<file path="src/rtl/draw_sprite_engine.sv">
// Sprite blitter: walks a SPRITE_DIM x SPRITE_DIM frame of a synchronous sprite ROM and
// emits clipped, colour-keyed pixel writes to the VGA adapter.
module draw_sprite_engine #(
   parameter int unsigned         SPRITE_DIM  = 16,
   parameter int unsigned         COLOUR_W    = 3,
   parameter logic [COLOUR_W-1:0] TRANSPARENT = '0
) (
   input  logic                  clock,
   input  logic                  resetn,
   input  logic                  draw,
   input  logic [7:0]            pos_x,
   input  logic [6:0]            pos_y,
   input  logic [1:0]            sprite_sel,
   output logic [2*$clog2(SPRITE_DIM)+1:0] rom_addr,
   input  logic [COLOUR_W-1:0]   rom_data,
   output logic [7:0]            vga_x,
   output logic [6:0]            vga_y,
   output logic [COLOUR_W-1:0]   vga_colour,
   output logic                  vga_plot,
   output logic                  draw_done
);

   localparam int unsigned SIDE_W = $clog2(SPRITE_DIM);
   localparam int unsigned CNT_W  = 2 * SIDE_W;

   typedef enum logic [2:0] {S_WAIT, S_RUN, S_FLUSH, S_DONE, S_RELEASE} state_e;

   state_e              state_q, state_d;
   logic [CNT_W-1:0]    cnt_q;
   logic [7:0]          x_q;
   logic [6:0]          y_q;
   logic [1:0]          sel_q;
   logic                valid_q;
   logic [SIDE_W-1:0]   col_q, row_q;
   logic [8:0]          sum_x, sum_y;

   always_ff @(posedge clock) begin
      if (!resetn) state_q <= S_WAIT;
      else         state_q <= state_d;
   end

   always_comb begin
      state_d = state_q;
      case (state_q)
         S_WAIT:  if (draw) state_d = S_RUN;
         S_RUN: begin
            if (!draw)              state_d = S_WAIT;
            else if (cnt_q == '1)   state_d = S_FLUSH;
         end
         S_FLUSH: state_d = draw ? S_DONE : S_WAIT;
         S_DONE:  if (!draw) state_d = S_WAIT;
         default: state_d = S_WAIT;
      endcase
   end

   // Position/frame latch, pixel counter and the one-stage ROM pipeline.
   always_ff @(posedge clock) begin
      if (!resetn) begin
         cnt_q   <= '0;
         valid_q <= 1'b0;
         x_q     <= '0;
         y_q     <= '0;
         sel_q   <= '0;
         col_q   <= '0;
         row_q   <= '0;
      end else begin
         // A pixel is only staged if the draw is still requested; this kills it on abort.
         valid_q <= (state_q == S_RUN) && draw;
         if (state_q == S_WAIT && draw) begin
            x_q   <= pos_x;
            y_q   <= pos_y;
            sel_q <= sprite_sel;
            cnt_q <= '0;
         end else if (state_q == S_RUN) begin
            cnt_q <= cnt_q + 1'b1;
            col_q <= cnt_q[SIDE_W-1:0];
            row_q <= cnt_q[CNT_W-1:SIDE_W];
         end
      end
   end

   always_comb begin
      rom_addr   = '0;
      sum_x      = {1'b0, x_q} + 9'(col_q);
      sum_y      = {2'b00, y_q} + 9'(row_q);
      vga_x      = '0;
      vga_y      = '0;
      vga_colour = '0;
      vga_plot   = 1'b0;
      draw_done  = (state_q == S_DONE);
      if (state_q == S_RUN) rom_addr = {sel_q, cnt_q};
      if (valid_q) begin
         vga_x      = sum_x[7:0];
         vga_y      = sum_y[6:0];
         vga_colour = rom_data;
         // Nine-bit sums so off-screen pixels are clipped instead of wrapping.
         vga_plot   = (rom_data != TRANSPARENT) && (sum_x < 9'd160) && (sum_y < 9'd120);
      end
   end

endmodule

</file>
<file path="config.mk">
export PLATFORM = sky130hd
export DESIGN_NAME = draw_sprite_engine
export DESIGN_NICKNAME = d
export VERILOG_FILES = /design/src/rtl/draw_sprite_engine.sv
export SDC_FILE = /design/constraint.sdc
export NUM_CORES = 1
export LEC_CHECK = 0
export BUFFER_PORTS_ARGS = -buffer_cell sky130_fd_sc_hd__buf_2
export CELL_PAD_IN_SITES_DETAIL_PLACEMENT = 2
export CELL_PAD_IN_SITES_GLOBAL_PLACEMENT = 2
export CORE_ASPECT_RATIO = 0.7
export CORE_MARGIN = 4
export CORE_UTILIZATION = 32
export DETAILED_ROUTE_END_ITERATION = 8
export PLACE_DENSITY_LB_ADDON = 0.15
export SYNTH_ARGS = -nofsm -noshare
export SYNTH_HDL_FRONTEND = slang
export SYNTH_SLANG_ARGS = --single-unit
</file>
<file path="constraint.sdc">
create_clock -name clock -period 3.2 [get_ports clock]
set_input_delay 0.16 -clock clock [delete_from_list [all_inputs] [get_ports clock]]
set_output_delay 0.16 -clock clock [all_outputs]
set_load 0.01 [all_outputs]
</file>
# Word level (Yosys, flattened, before mapping)
# Index checks and enable logic that the tools add are counted.
# totals
register_bits	37
input_bits	23
out_inout_bits	30
word_cells	42
# op_classes
add_sub_neg	3
order_cmp	2
eq_ne	7
n_mux	11
n_bitwise	2
n_reduce_logical	9
# op_table
operator	n
$mux 3	5
$pmux 3 s4	1
$mux 10	1
$add 8x4->9	1
$lt 9x8->1 const B	1
$add 7x4->8	1
$add 8x1->8 const B	1
$eq 8x8->1 const B	1
$lt 8x7->1 const B	1
$mux 8	1
$mux 7	1
$eq 3x2->1 const B	2
$logic_and 1x1->1	4
$ne 2x2->1 const B	2
$eq 3x1->1 const B	1
$logic_not 3->1	1
$ne 3x3->1 const B	1
$reduce_and 3->1	1
$reduce_bool 3->1	1
$mux 2	1
$not 1->1	2
$reduce_and 2->1	1
$reduce_or 2->1	1
$mux 1	1

# Logic depth before layout (Yosys ltp)
# logic_depth
depth_word	5
depth_mapped	7
ltp_nobuf	7

# Least setup slack after synthesis
# No wires, ideal clock.
# synth_timing
path_type	flip-flop to output port
from	reg y_q[0]
to	out vga_plot
t_arrival_ps	1679
required_time_ps	3040
path_slack_ps	1361
stages_incl_launch_ff	8
cell_sequence	dfxtp_1 -> ha_1 -> fa_1 -> nand3_1 -> nand2_1 -> xnor2_1 -> and3_1 -> a221oi_2
# synth_via
elab_chain_len	4
# synth_lines
element	line_no	source
start: declaration	31	logic [6:0] y_q;
start signal: assignment	71	y_q <= pos_y;
$add 7x4->8	85	sum_y = {2'b00, y_q} + 9'(row_q);
$lt 8x7->1	97	vga_plot = (rom_data != TRANSPARENT) && (sum_x < 9'd160) && (sum_y < 9'd120);
$logic_and 1x1->1	97	
$mux 1	92	if (valid_q) begin
end: declaration	19	output logic vga_plot,
# Every way passes these cells.

# Final worst setup path
# layout_timing
from	reg x_q[0]
to	out vga_plot
# layout_via
elab_chain_len	5
# layout_lines
element	line_no	source
start: declaration	30	logic [7:0] x_q;
start signal: assignment	70	x_q <= pos_x;
$add 8x4->9	84	sum_x = {1'b0, x_q} + 9'(col_q);
$lt 9x8->1	97	
$logic_and 1x1->1 (2 in a row)	97	
$mux 1	92	
# Every way passes these cells.

==> impl_results.md <==
* Predominant post-synthesis flop cell: sky130_fd_sc_hd__dfxtp_1
* Post-Syn Nets at 271
* Horiz. Die Dim at 102 microns
* Final period utilization at 75.3%
* Top-level port count at 53
* Height of the die at 73.8 microns
* Floorplan die area at 7540 sq um
* CTS resizes at 0
* Slew HR at 54.8%
* Combinational power share at 8.7%
* Cell with the most instances after synthesis: sky130_fd_sc_hd__nand2_1
* Routed wire per std cell at 15.8 microns
* Reg area at 721 sq um
* Clock Skew at 0.0130 ns
* Tightest hold margin at 0.107 ns
* TritonCTS clock tree: done
* Synthesis warning total at 0
* Overall Power at 0.000975 W
* Overall track demand over capacity in global routing at 16.0%
* Sw Ratio at 25.3%
* Standard cell core area at 5870 sq um
* Finished layout cell area at 2420 sq um
* Final nets at 322
* Initial antenna violation count at 0
* Worst hold path class: primary input to register
* Power share of the clock group at 42.4%
* Antenna cells at 0
* Power per unit of standard cell area at 403 nW/um^2
* CTS HTree Levels at 2
* Quantity of hold-fixing buffers added after cts at 0
* Unrepaired setup endpoints after global routing: false
* Type of origin of the critical path: register
* Largest area contributor in the netlist: sky130_fd_sc_hd__dfxtp_1
* Routability cong. at 0.754
* Largest driver fanout on the critical path at 4
* Highest achievable clock rate at 415 MHz
* Crit path required time at 3.04 ns
* Endpoints failing setup at 0
* Cell at the root of the clock tree: sky130_fd_sc_hd__clkbuf_8
* Run status: finished, final reports clean
* Number of fillers in the final layout at 701
* Summed instance area of the synthesized netlist at 1980 sq um
* Max-cap check violation count at 0
* CP Capture Type: output pin
* Final setup TNS at 0 ns
* Post-Route WL at 5.73 mm
* Final routed DRC violation total at 0
* Global-route wire length before repair at 9.33 mm
* Total vias in the final route at 1768
* Count of flip-flops with a built-in enable after synthesis at 0
* Quantity of I/O buffers inserted on ports at 52
* GRT Residual Overflow at 0
* Sequential share of the synthesized area at 36.4%
* Worst-path clk slew at 0.09 ns
* Slowest stage delay, CP at 0.42 ns
* Sequential power share at 48.9%
* Area growth syn-to-layout at 22.0%
* Critical Path, Cell by Cell: ha_1 -> fa_1 -> nand3_1 -> nand2_1 -> xnor2_1 -> a31oi_1 -> a221oi_2 -> buf_2
* Transition time at the pin with the least slew margin at 0.678 ns
* Starting Density at 33.8%
* Vias in the first global route at 1823
* Area used by multi-input combinational logic at 1210 sq um
* VDD IR-drop max at 155 uV
* Clock sinks at 36
* Cells taking the most area after synthesis: sky130_fd_sc_hd__dfxtp_1, sky130_fd_sc_hd__and2_1, sky130_fd_sc_hd__nand2_1, sky130_fd_sc_hd__a21boi_0, sky130_fd_sc_hd__ha_1
* Count of mapped cells out of synthesis at 237
* Final Hold Viols at 0
* Seq cells post-synth at 36
* Number of buffers created by CTS at 5
* Cell-internal power at 0.000729 W
* Reported leakage power at 1.12 nW
* DP Area at 2310 sq um
* Portion of synthesized cell area occupied by the leading cell type at 36.4%
* Final antenna-violating net count at 0
* Violation count after the first detailed-route iteration at 44
* Vias per std cell at 4.86
* Placement Rows at 23
* Proportion of layout cells with a drive suffix above 1 at 23.2%
* Shortest clock period the worst path allows after layout at 2.41 ns
* Count of buffers added by post-CTS timing repair for setup at 0
* Placed wire-length estimate at 4.41 mm
* Max stage delay cell, worst path: sky130_fd_sc_hd__fa_1
* Maximum number of pins on one net before global-route repair at 28
* P_sw at 0.000246 W
* Yosys cell types at 34
* Slew Limit Fails at 0
* Most instantiated cells after synthesis: sky130_fd_sc_hd__nand2_1, sky130_fd_sc_hd__dfxtp_1, sky130_fd_sc_hd__and2_1
* Drt pass-1 iters at 4
* Critical path class: register to output pin
* Worst skew pair latency at 0.29 ns
* Maximum root-to-sink buffer count at 2
* Async set-or-reset flop fraction in the synthesized netlist at 0%
* Mean post-synth cell area at 8.36 sq um
* Arrival time of data at the critical path endpoint at 2.25 ns
## kinds of logic (layout without fill, tap and decap cells)
kind of cell,Yosys count,after routing,synth area share (%)
AOI/OAI and AO/OA,50,50,17.5
xor gates and xnor gates,16,16,7.07
adders and majority gates,11,11,7.70
buffers and inverters,13,65,2.65
DFF,36,36,36.4
and+or+nand+nor,111,111,28.7
## path summary, 6_finish.rpt
check,from,to,slack [ns],cells after the start
max,x_q[0],vga_plot,0.79,8
min,pos_x[2],x_q[2],0.11,3
max reg2reg,state_q[0],cnt_q[5],1.41,5
min reg2reg,sel_q[1],sel_q[1],0.47,2
## power groups by stage
stage / clock network [W] / logic, W / registers (W)
after global routing: 0.000438 / 0.0000985 / 0.000480
after detailed placement: 0 / 0.0000871 / 0.000488
after floorplan: 0 / 0.0000543 / 0.000482
after global placement: 0 / 0.0000838 / 0.000487
final: 0.000413 / 0.0000851 / 0.000477
after CTS: 0.000420 / 0.0000879 / 0.000477
## registers in the layout, indices dropped and copies added (netlist names)
register / count
valid_q: 1
state_q: 2
col_q: 4
cnt_q: 8
x_q: 8
row_q: 4
y_q: 7
sel_q: 2
## routing by layer
| layer | global-route usage (%) | share of wire (%) |
|---|---|---|
| met1 | 23.2 | 53 |
| met2 | 24.3 | 43 |
| met3 | 3.70 | 4.0 |
| met4 | 3.06 | 0.42 |
| met5 | 0 | 0 |
## cell type report
class | count | share of cell area [%]
Timing Repair Buffer | 53 | 11.1
Inverter | 4 | 0.621
Clock inverter | 3 | 1.76
Sequential cell | 36 | 29.8
Tap cell | 75 | 3.88
Clock buffer | 5 | 2.85
Multi-Input combinational cell | 188 | 50.0
## cell usage in the layout (no fill, tap or decap), types with 2 or more instances in the layout
cell type	instances
sky130_fd_sc_hd__a21boi_0	17
sky130_fd_sc_hd__a21oi_1	9
sky130_fd_sc_hd__a31oi_1	2
sky130_fd_sc_hd__and2_1	28
sky130_fd_sc_hd__and3_1	4
sky130_fd_sc_hd__buf_2	52
sky130_fd_sc_hd__clkbuf_8	5
sky130_fd_sc_hd__dfxtp_1	36
sky130_fd_sc_hd__fa_1	2
sky130_fd_sc_hd__ha_1	9
sky130_fd_sc_hd__inv_1	4
sky130_fd_sc_hd__nand2_1	46
sky130_fd_sc_hd__nand3_1	6
sky130_fd_sc_hd__nand4_1	2
sky130_fd_sc_hd__nor2_1	9
sky130_fd_sc_hd__nor2b_1	9
sky130_fd_sc_hd__o21a_1	8
sky130_fd_sc_hd__o21ai_0	6
sky130_fd_sc_hd__or3_1	2
sky130_fd_sc_hd__xnor2_1	8
sky130_fd_sc_hd__xor2_1	8
## worst max-delay path: cells and delay by family (launching register included)
kind / cells / cell delay [ns]
xor gates and xnor gates: 1 / 0.18
and+or+nand+nor: 2 / 0.26
DFF: 1 / 0.33
adders and majority gates: 2 / 0.66
AOI/OAI and AO/OA: 2 / 0.37
buffers and inverters: 1 / 0.17
## per-stage QoR
stage	util [%]	instances	worst slack [ns]
global placement	39.3	356	1.20
detailed placement	39.3	356	1.11
floorplan	-	237	1.36
CTS	41.2	364	0.781
global route	41.2	364	0.685
finish	41.2	364	0.791
Power figures use the tool's default switching activity.
